File: src/rtl/axis_rr_arbiter.sv
// Round-robin arbiter sharing one AXI-Stream sink between NUM_PORTS sources.
// Define AXIS_RR_ARBITER_PACKET_LOCK_EN to hold each grant for a whole packet.
module axis_rr_arbiter #(
  parameter int unsigned DATA_WIDTH = 32,
  parameter int unsigned NUM_PORTS  = 4,
  parameter int unsigned IDX_WIDTH  = 2,
  parameter int unsigned MAX_BURST  = 16
) (
  input  logic                            aclk,
  input  logic                            aresetn,
  input  logic [NUM_PORTS*DATA_WIDTH-1:0] s_data,
  input  logic [NUM_PORTS-1:0]            s_valid,
  input  logic [NUM_PORTS-1:0]            s_last,
  output logic [NUM_PORTS-1:0]            s_ready,
  output logic [DATA_WIDTH-1:0]           m_data,
  output logic                            m_valid,
  output logic                            m_last,
  input  logic                            m_ready,
  output logic [IDX_WIDTH-1:0]            grant_index,
  output logic                            busy
);

  typedef enum logic {
    ST_IDLE  = 1'b0,
    ST_GRANT = 1'b1
  } state_t;

  state_t                 state_q, state_d;
  logic [IDX_WIDTH-1:0]   grant_q, grant_d;
  logic [IDX_WIDTH-1:0]   ptr_q, ptr_d;
  logic [IDX_WIDTH-1:0]   ptr_next;

`ifndef AXIS_RR_ARBITER_PACKET_LOCK_EN
  localparam int unsigned CNT_WIDTH = $clog2(MAX_BURST + 1);
  logic [CNT_WIDTH-1:0]   cnt_q, cnt_d;
`endif

  logic                   found_hi, found_lo;
  logic [IDX_WIDTH-1:0]   idx_hi, idx_lo;
  logic                   sel_found;
  logic [IDX_WIDTH-1:0]   sel_idx;

  logic [DATA_WIDTH-1:0]  g_data;
  logic                   g_valid;
  logic                   g_last;
  logic                   accept;
  logic                   release_grant;

  // Rotating priority: first requester at or above the pointer, else wrap to the lowest.
  always_comb begin
    found_hi = 1'b0;
    found_lo = 1'b0;
    idx_hi   = '0;
    idx_lo   = '0;
    for (int i = 0; i < NUM_PORTS; i++) begin
      if (s_valid[i] && !found_lo) begin
        found_lo = 1'b1;
        idx_lo   = IDX_WIDTH'(i);
      end
      if (s_valid[i] && !found_hi && (IDX_WIDTH'(i) >= ptr_q)) begin
        found_hi = 1'b1;
        idx_hi   = IDX_WIDTH'(i);
      end
    end
    sel_found = found_lo;
    sel_idx   = found_hi ? idx_hi : idx_lo;
  end

  // Select the granted source's stream signals.
  always_comb begin
    g_data  = '0;
    g_valid = 1'b0;
    g_last  = 1'b0;
    for (int i = 0; i < NUM_PORTS; i++) begin
      if (grant_q == IDX_WIDTH'(i)) begin
        g_data  = s_data[i*DATA_WIDTH +: DATA_WIDTH];
        g_valid = s_valid[i];
        g_last  = s_last[i];
      end
    end
  end

  assign ptr_next = (grant_q == IDX_WIDTH'(NUM_PORTS - 1)) ? '0 : grant_q + IDX_WIDTH'(1);

  // Next-state and stream outputs; nothing is offered to either side while reset is asserted.
  always_comb begin
    state_d       = state_q;
    grant_d       = grant_q;
    ptr_d         = ptr_q;
`ifndef AXIS_RR_ARBITER_PACKET_LOCK_EN
    cnt_d         = cnt_q;
`endif
    m_data        = g_data;
    m_valid       = 1'b0;
    m_last        = 1'b0;
    s_ready       = '0;
    accept        = 1'b0;
    release_grant = 1'b0;

    case (state_q)
      ST_IDLE: begin
        if (sel_found) begin
          grant_d = sel_idx;
          state_d = ST_GRANT;
`ifndef AXIS_RR_ARBITER_PACKET_LOCK_EN
          cnt_d   = '0;
`endif
        end
      end
      ST_GRANT: begin
        if (aresetn) begin
          m_valid = g_valid;
          m_last  = g_last;
          for (int i = 0; i < NUM_PORTS; i++) begin
            s_ready[i] = (grant_q == IDX_WIDTH'(i)) && m_ready;
          end
        end
        accept = g_valid && m_ready;
`ifdef AXIS_RR_ARBITER_PACKET_LOCK_EN
        release_grant = accept && g_last;
`else
        if (!g_valid) begin
          release_grant = 1'b1;
        end else if (accept) begin
          if (cnt_q == CNT_WIDTH'(MAX_BURST - 1)) begin
            release_grant = 1'b1;
          end else begin
            cnt_d = cnt_q + CNT_WIDTH'(1);
          end
        end
`endif
        if (release_grant) begin
          state_d = ST_IDLE;
          ptr_d   = ptr_next;
`ifndef AXIS_RR_ARBITER_PACKET_LOCK_EN
          cnt_d   = '0;
`endif
        end
      end
      default: state_d = ST_IDLE;
    endcase
  end

  always_ff @(posedge aclk) begin
    if (!aresetn) begin
      state_q <= ST_IDLE;
      grant_q <= '0;
      ptr_q   <= '0;
`ifndef AXIS_RR_ARBITER_PACKET_LOCK_EN
      cnt_q   <= '0;
`endif
    end else begin
      state_q <= state_d;
      grant_q <= grant_d;
      ptr_q   <= ptr_d;
`ifndef AXIS_RR_ARBITER_PACKET_LOCK_EN
      cnt_q   <= cnt_d;
`endif
    end
  end

  assign grant_index = grant_q;
  assign busy        = (state_q == ST_GRANT);

endmodule

File: config.mk
export PLATFORM = sky130hd
export DESIGN_NAME = axis_rr_arbiter
export DESIGN_NICKNAME = d
export VERILOG_FILES = /design/src/rtl/axis_rr_arbiter.sv
export SDC_FILE = /design/constraint.sdc
export NUM_CORES = 1
export LEC_CHECK = 0
export CAP_MARGIN = 25
export CORE_MARGIN = 2
export CORE_UTILIZATION = 32
export CTS_BUF_LIST = sky130_fd_sc_hd__clkbuf_4
export CTS_CLUSTER_DIAMETER = 60
export CTS_CLUSTER_SIZE = 10
export DETAILED_ROUTE_END_ITERATION = 10
export HOLD_SLACK_MARGIN = 0.08
export PLACE_DENSITY = 0.89
export SLEW_MARGIN = 20
export SYNTH_ARGS = -nofsm -noshare
export SYNTH_HDL_FRONTEND = slang
export SYNTH_SLANG_ARGS = --single-unit
File: constraint.sdc
create_clock -name aclk -period 3.8 [get_ports aclk]
set_clock_uncertainty 0.15 [all_clocks]
set_input_delay 0.76 -clock aclk [delete_from_list [all_inputs] [get_ports aclk]]
set_output_delay 0.76 -clock aclk [all_outputs]
set_load 0.01 [all_outputs]
; Yosys cells after proc, flatten, opt, wreduce, memory -nomap -nowiden
; Index checks and enable logic that the tools add are counted.
[classes]
n_addsub = 2
magnitude_cmp = 4
n_eq_ne = 8
muxes = 47
bitwise = 1
n_reduce_logical = 25
[op_table]
columns = operator, count
row1 = 32-bit 2-to-1 mux, 4
row2 = 1-bit 2-to-1 mux, 28
row3 = 5-bit 2-to-1 mux, 5
row4 = 1-bit logical AND, 15
row5 = 2-bit 2-to-1 mux, 6
row6 = 5-bit case mux with 2 select lines, 1
row7 = 4-bit 2-to-1 mux, 2
row8 = 1-bit zero test, 6
row9 = 3-bit by 1-bit != test with 1-bit output (second input constant), 2
row10 = 5-bit by 1-bit adder with 5-bit output (second input constant), 1
row11 = 5-bit by 4-bit equality test with 1-bit output (second input constant), 1
row12 = 2-bit equality test (second input constant), 2
row13 = 1-bit by 2-bit greater-or-equal comparator with 1-bit output (first input constant), 2
row14 = 2-bit greater-or-equal comparator (first input constant), 2
row15 = 2-bit AND reduction, 2
row16 = 4-bit AND reduction, 1
row17 = 3-bit by 2-bit != test with 1-bit output (second input constant), 1
row18 = 2-bit by 1-bit adder with 2-bit output (second input constant), 1
row19 = 2-bit by 1-bit equality test with 1-bit output (second input constant), 1
row20 = 2-bit zero test, 1
row21 = 2-bit != test (second input constant), 1
row22 = 1-bit case mux with 2 select lines, 1
row23 = 1-bit inverter, 1
[word_totals]
register_bits = 10
in_bits = 139
output_inout_bits = 41
elab_cells = 91

; Logic depth before layout (Yosys ltp)
[depth]
depth_word = 16
mapped_depth = 7
mapped_depth_nobuf = 6

; Worst setup path before layout
; Ideal clock, no wire load.
[synth_path]
path_kind = flip-flop to output port
start = register grant_q[1] (netlist: grant_index[1])
end = output m_data[10]
arrival_time_ns = 1.637
t_required_ns = 2.890
path_slack_ns = 1.253
path_stages_with_launch = 8
n_path_buf = 2
cell_sequence = dfxtp_1 inv_1 ha_1 and2b_1 clkbuf_1 buf_2 a221oi_1 o31ai_1
[synth_between]
elab_chain_len = 5
word_cells_on_any_way = 8
classes_between = eq/ne: 3 / mux: 4 / reduce/logical: 1
[synth_rtl]
columns = item, line_no
row1 = "start, declared", 29  ; logic [IDX_WIDTH-1:0] grant_q, grant_d;
row2 = "start signal, assigned", 154  ; grant_q <= grant_d;
row3 = 2-bit zero test, 75  ; if (grant_q == IDX_WIDTH'(i)) begin
row4 = 32-bit 2-to-1 mux (3 in series), 75
row5 = 32-bit 2-to-1 mux (*), 75
row6 = "end, declared", 15  ; output logic [DATA_WIDTH-1:0] m_data,
; Every way passes the cells marked *; elsewhere a longest branch is shown, timed or not.

; Worst setup path after layout
[layout_path]
start = input s_valid[3]
end = output m_valid
[layout_between]
elab_chain_len = 3
[layout_rtl]
columns = item, line_no
row1 = "start, declared", 12  ; input logic [NUM_PORTS-1:0] s_valid,
row2 = 1-bit 2-to-1 mux, 75
row3 = 1-bit 2-to-1 mux, 111  ; if (aresetn) begin
row4 = 1-bit 2-to-1 mux, 100  ; case (state_q)
row5 = "end, declared", 16  ; output logic m_valid,
; No other way between the ends.

==> impl_metrics.py <==
metrics = {
    "outcome": {
        "outcome": "complete, no violations",
    },
    "worst_setup_path": {
        "req_time_crit_path_ns": 2.89,
        "timing.reg2reg.worst_path_depth": 6,
        "cpLargestDelayFamily": "buffers and inverters",
        "number_of_stages_on_the_worst_setup_path": 5,
        "largest_stage_delay_worst_path_ns": 0.55,
        "critical_path_buf_inv_count": 2,
        "critPathArrivalTime_ns": 2.55,
        "crit_path_start_kind": "primary input",
        "timing.critical_path.to_type": "output port",
        "cell_with_the_biggest_individual_delay_on_the_critical_path": "sky130_fd_sc_hd__clkdlybuf4s50_1",
        "crit_path_cell_trace": "clkdlybuf4s50_1, and2b_1, a211o_2, nor2_1, clkdlybuf4s50_1",
        "cp_common_cell": "sky130_fd_sc_hd__clkdlybuf4s50_1",
        "timing.setup.critical_path_class": "in -> out",
        "cp_max_fo": 7,
    },
    "floorplan": {
        "core.rowCount": 26,
        "die_area_mm2": 0.00592,
        "dieWidth_um": 77.0,
        "pin_count": 180,
        "core_area_mm2": 0.00511,
        "start_util_pct": 33.3,
        "die_height_um": 77.0,
    },
    "drt": {
        "final_routed_drc_violation_total": 0,
        "detailroute.via_count": 2496,
        "drt.antenna.violating_nets": 0,
        "drt-initial-drc-count": 99,
        "total_wirelength_um": 7590,
        "detailedRoute.firstPassIterationCount": 4,
        "post_drt_wl_per_cell_um": 16.0,
        "post_drt_via_cell_ratio": 5.28,
    },
    "yosys": {
        "count_of_flip_flops_with_a_built_in_enable_after_synthesis": 0,
        "synthTopCellsByCount": "sky130_fd_sc_hd__nand2_1 (39), sky130_fd_sc_hd__nor2b_1 (33), sky130_fd_sc_hd__a221oi_1 (32), sky130_fd_sc_hd__o31ai_1 (31), sky130_fd_sc_hd__clkbuf_1 (20)",
        "synthMuxAreaShare_pct": 1.84,
        "xor_and_xnor_area_share_after_synthesis_pct": 0,
        "count_of_state_elements_after_synthesis": 10,
        "yosys_warnings": 0,
        "synth_area_per_cell_um2": 7.10,
        "simple_gate_fraction_of_synth_area_pct": 32.0,
        "post_synth_instance_area_mm2": 0.00170,
        "synth_cells": 240,
        "biggest_area_contributors_in_the_synthesized_netlist": "sky130_fd_sc_hd__a221oi_1 (16%), sky130_fd_sc_hd__o31ai_1 (14%), sky130_fd_sc_hd__nor2b_1 (12%), sky130_fd_sc_hd__dfxtp_1 (12%), sky130_fd_sc_hd__nand2_1 (8.6%)",
        "ys_async_sr_fraction_pct": 0,
        "distinct_cell_type_count_of_the_synthesized_netlist": 40,
        "synth.net_count": 385,
        "yosys_top_cell_by_area": "sky130_fd_sc_hd__a221oi_1",
        "synth-seq-area-share_pct": 11.8,
        "synth_top_family_by_area": "compound AO/OA/AOI/OAI gates",
        "synth-main-ff-cell": "sky130_fd_sc_hd__dfxtp_1",
        "synthAdderAreaFrac_pct": 4.41,
        "synth_compound_gate_area_share_pct": 41.4,
        "yosys.area.top_type_share_pct": 16.5,
        "synth_most_common_cell": "sky130_fd_sc_hd__nand2_1",
    },
    "clock_network": {
        "ctsResizeCount": 0,
        "cts_tree": "yes",
        "cts.sinks": 10,
        "cts.root.buffer_cell": "sky130_fd_sc_hd__clkbuf_4",
        "post-cts-setup-buffers": 0,
        "clk_latency_ns": 0.28,
        "h-tree-depth": 1,
        "number_of_hold_buffers_added_after_cts": 0,
        "clkTransAtPathRegs_ns": 0.07,
        "cts_buffers": 3,
        "cts_max_path_buffers": 2,
    },
    "power": {
        "pwr-share-clk_pct": 10.1,
        "p_seq_share_pct": 15.6,
        "pwr_density_cell_mw_per_mm2": 219,
        "power_leakage_nw": 1.25,
        "net-switching-power_mw": 0.272,
        "power.share.switching_pct": 35.0,
        "p_comb_share_pct": 74.3,
        "cell_internal_pwr_mw": 0.506,
        "vdd_ir_drop_max_v": 0.000152,
    },
    "placed_design": {
        "final_weighted_congestion_in_routability_driven_placement": 0.826,
        "dp_cells": 469,
        "io_buffers": 179,
        "dp.final_hpwl_um": 5980,
        "place_worst_setup_slack_ns": 0.355,
    },
    "sta": {
        "finalWorstSetupSlack_ns": 0.343,
        "fmax_ghz": 0.289,
        "hold_ws_ns": 0.334,
        "relSlewSlack_pct": 60.7,
        "period_needed_ns": 3.46,
        "rsz0062_at_grt": "false",
        "drv_slew": 0,
        "final_min_period_over_clock_period_pct": 91.0,
        "worstMarginPinSlew_ns": 0.584,
        "hold_violation_count_in_the_final_report": 0,
        "totalNegativeSetupSlack_ns": 0,
        "final-setup-viol-count": 0,
    },
    "finish": {
        "area_growth_syn_to_layout_pct": 109,
        "num_antenna_cells": 0,
        "drive_above_1_share_pct": 4.22,
        "finalCoreUtilization_pct": 69.5,
        "nNetsFinal": 549,
        "finalNonFillerCells": 473,
    },
    "global_route": {
        "grt_pass1_wl_um": 12000,
        "grt_pass1_vias": 2373,
        "global_route.usage.total_pct": 24.4,
        "maximum_number_of_pins_on_one_net_before_global_route_repair": 49,
        "grt_antenna_before_repair": 0,
        "grt-ovfl-total": 0,
    },
    "hold_path": {
        "hold_depth": 1,
        "hold_class": "reg -> reg",
    },
    "flow_run": {
        "max_cap_viol_count": 0,
    },
}
[metal layers]
layer	share of wire, %	up-vias	track usage, %
met5	0	-	0
met3	8.0	12	4.00
met4	1.6	0	6.00
met2	51	113	44.7
li1	-	1243	-
met1	40	1128	29.4
[metrics by stage]
| step | instance area [µm²] | power (mW) |
|---|---|---|
| final | 3550 | 0.778 |
| after floorplan | 1700 | 0.360 |
| after global placement | 3520 | 0.692 |
| after CTS | 3550 | 0.781 |
| after global routing | 3550 | 0.829 |
| after detailed placement | 3520 | 0.701 |
[sequential cells by signal, summed over array words and instances (netlist names)]
signal       cells
cnt_q            5
grant_index      2
busy             1
ptr_q            2
[area by class of cell]
cell class | count | area, µm²
flip-flops and latches | 10 | 200
multi-input cells | 196 | 1360
repair buffers | 184 | 1840
well taps | 70 | 87.6
clock inverters | 1 | 3.75
inverters | 9 | 33.8
clock buffers | 3 | 22.5
fillers | 445 | 1560
[cell families (layout without fill, tap and decap cells)]
logic type,Yosys count,in the layout
AND/OR/NAND/NOR,100,100
AO/OA/AOI/OAI,87,87
buffers and inverters,34,197
flip-flops,10,10
adder cells (fa/ha/maj),6,6
multiplexers,3,3
[path summary, 6_finish.rpt]
kind | startpoint | end | slack [ns]
setup / recovery | s_valid[3] | m_valid | 0.34
hold / removal | cnt_q[4] | cnt_q[4] | 0.33
setup reg to reg | grant_index[0] | cnt_q[3] | 1.54
hold reg to reg | cnt_q[4] | cnt_q[4] | 0.33
[cell usage in the layout, fill, tap and decap left out, types with 3 or more instances in the layout]
cell type,n
sky130_fd_sc_hd__nor2_1,5
sky130_fd_sc_hd__and2_1,5
sky130_fd_sc_hd__inv_1,9
sky130_fd_sc_hd__and2b_1,3
sky130_fd_sc_hd__clkdlybuf4s50_1,179
sky130_fd_sc_hd__a21oi_1,4
sky130_fd_sc_hd__o21ai_0,3
sky130_fd_sc_hd__clkbuf_4,3
sky130_fd_sc_hd__dfxtp_1,10
sky130_fd_sc_hd__nor2b_1,33
sky130_fd_sc_hd__a221oi_1,32
sky130_fd_sc_hd__ha_1,4
sky130_fd_sc_hd__buf_4,4
sky130_fd_sc_hd__o31ai_1,31
sky130_fd_sc_hd__nand2_1,39
sky130_fd_sc_hd__nor4_1,3
sky130_fd_sc_hd__a211o_1,3
[power by group through the flow]
stage               clock network [mW]  logic (mW)  registers [mW]
finish                          0.0783       0.578           0.121
global route                    0.0864       0.620           0.123
CTS                             0.0793       0.580           0.121
detailed placement                   0       0.578           0.123
global placement                     0       0.569           0.123
floorplan                            0       0.241           0.120
[worst reg2reg max path: stages (launching register included)]
cell and delay, ns:
sky130_fd_sc_hd__dfxtp_1 0.44, sky130_fd_sc_hd__ha_1 0.20, sky130_fd_sc_hd__buf_4 0.37, sky130_fd_sc_hd__a211oi_1 0.13, sky130_fd_sc_hd__a211o_2 0.43, sky130_fd_sc_hd__nor3_1 0.31, sky130_fd_sc_hd__a221o_1 0.19
No activity file was read; power rests on OpenSTA's default activity.
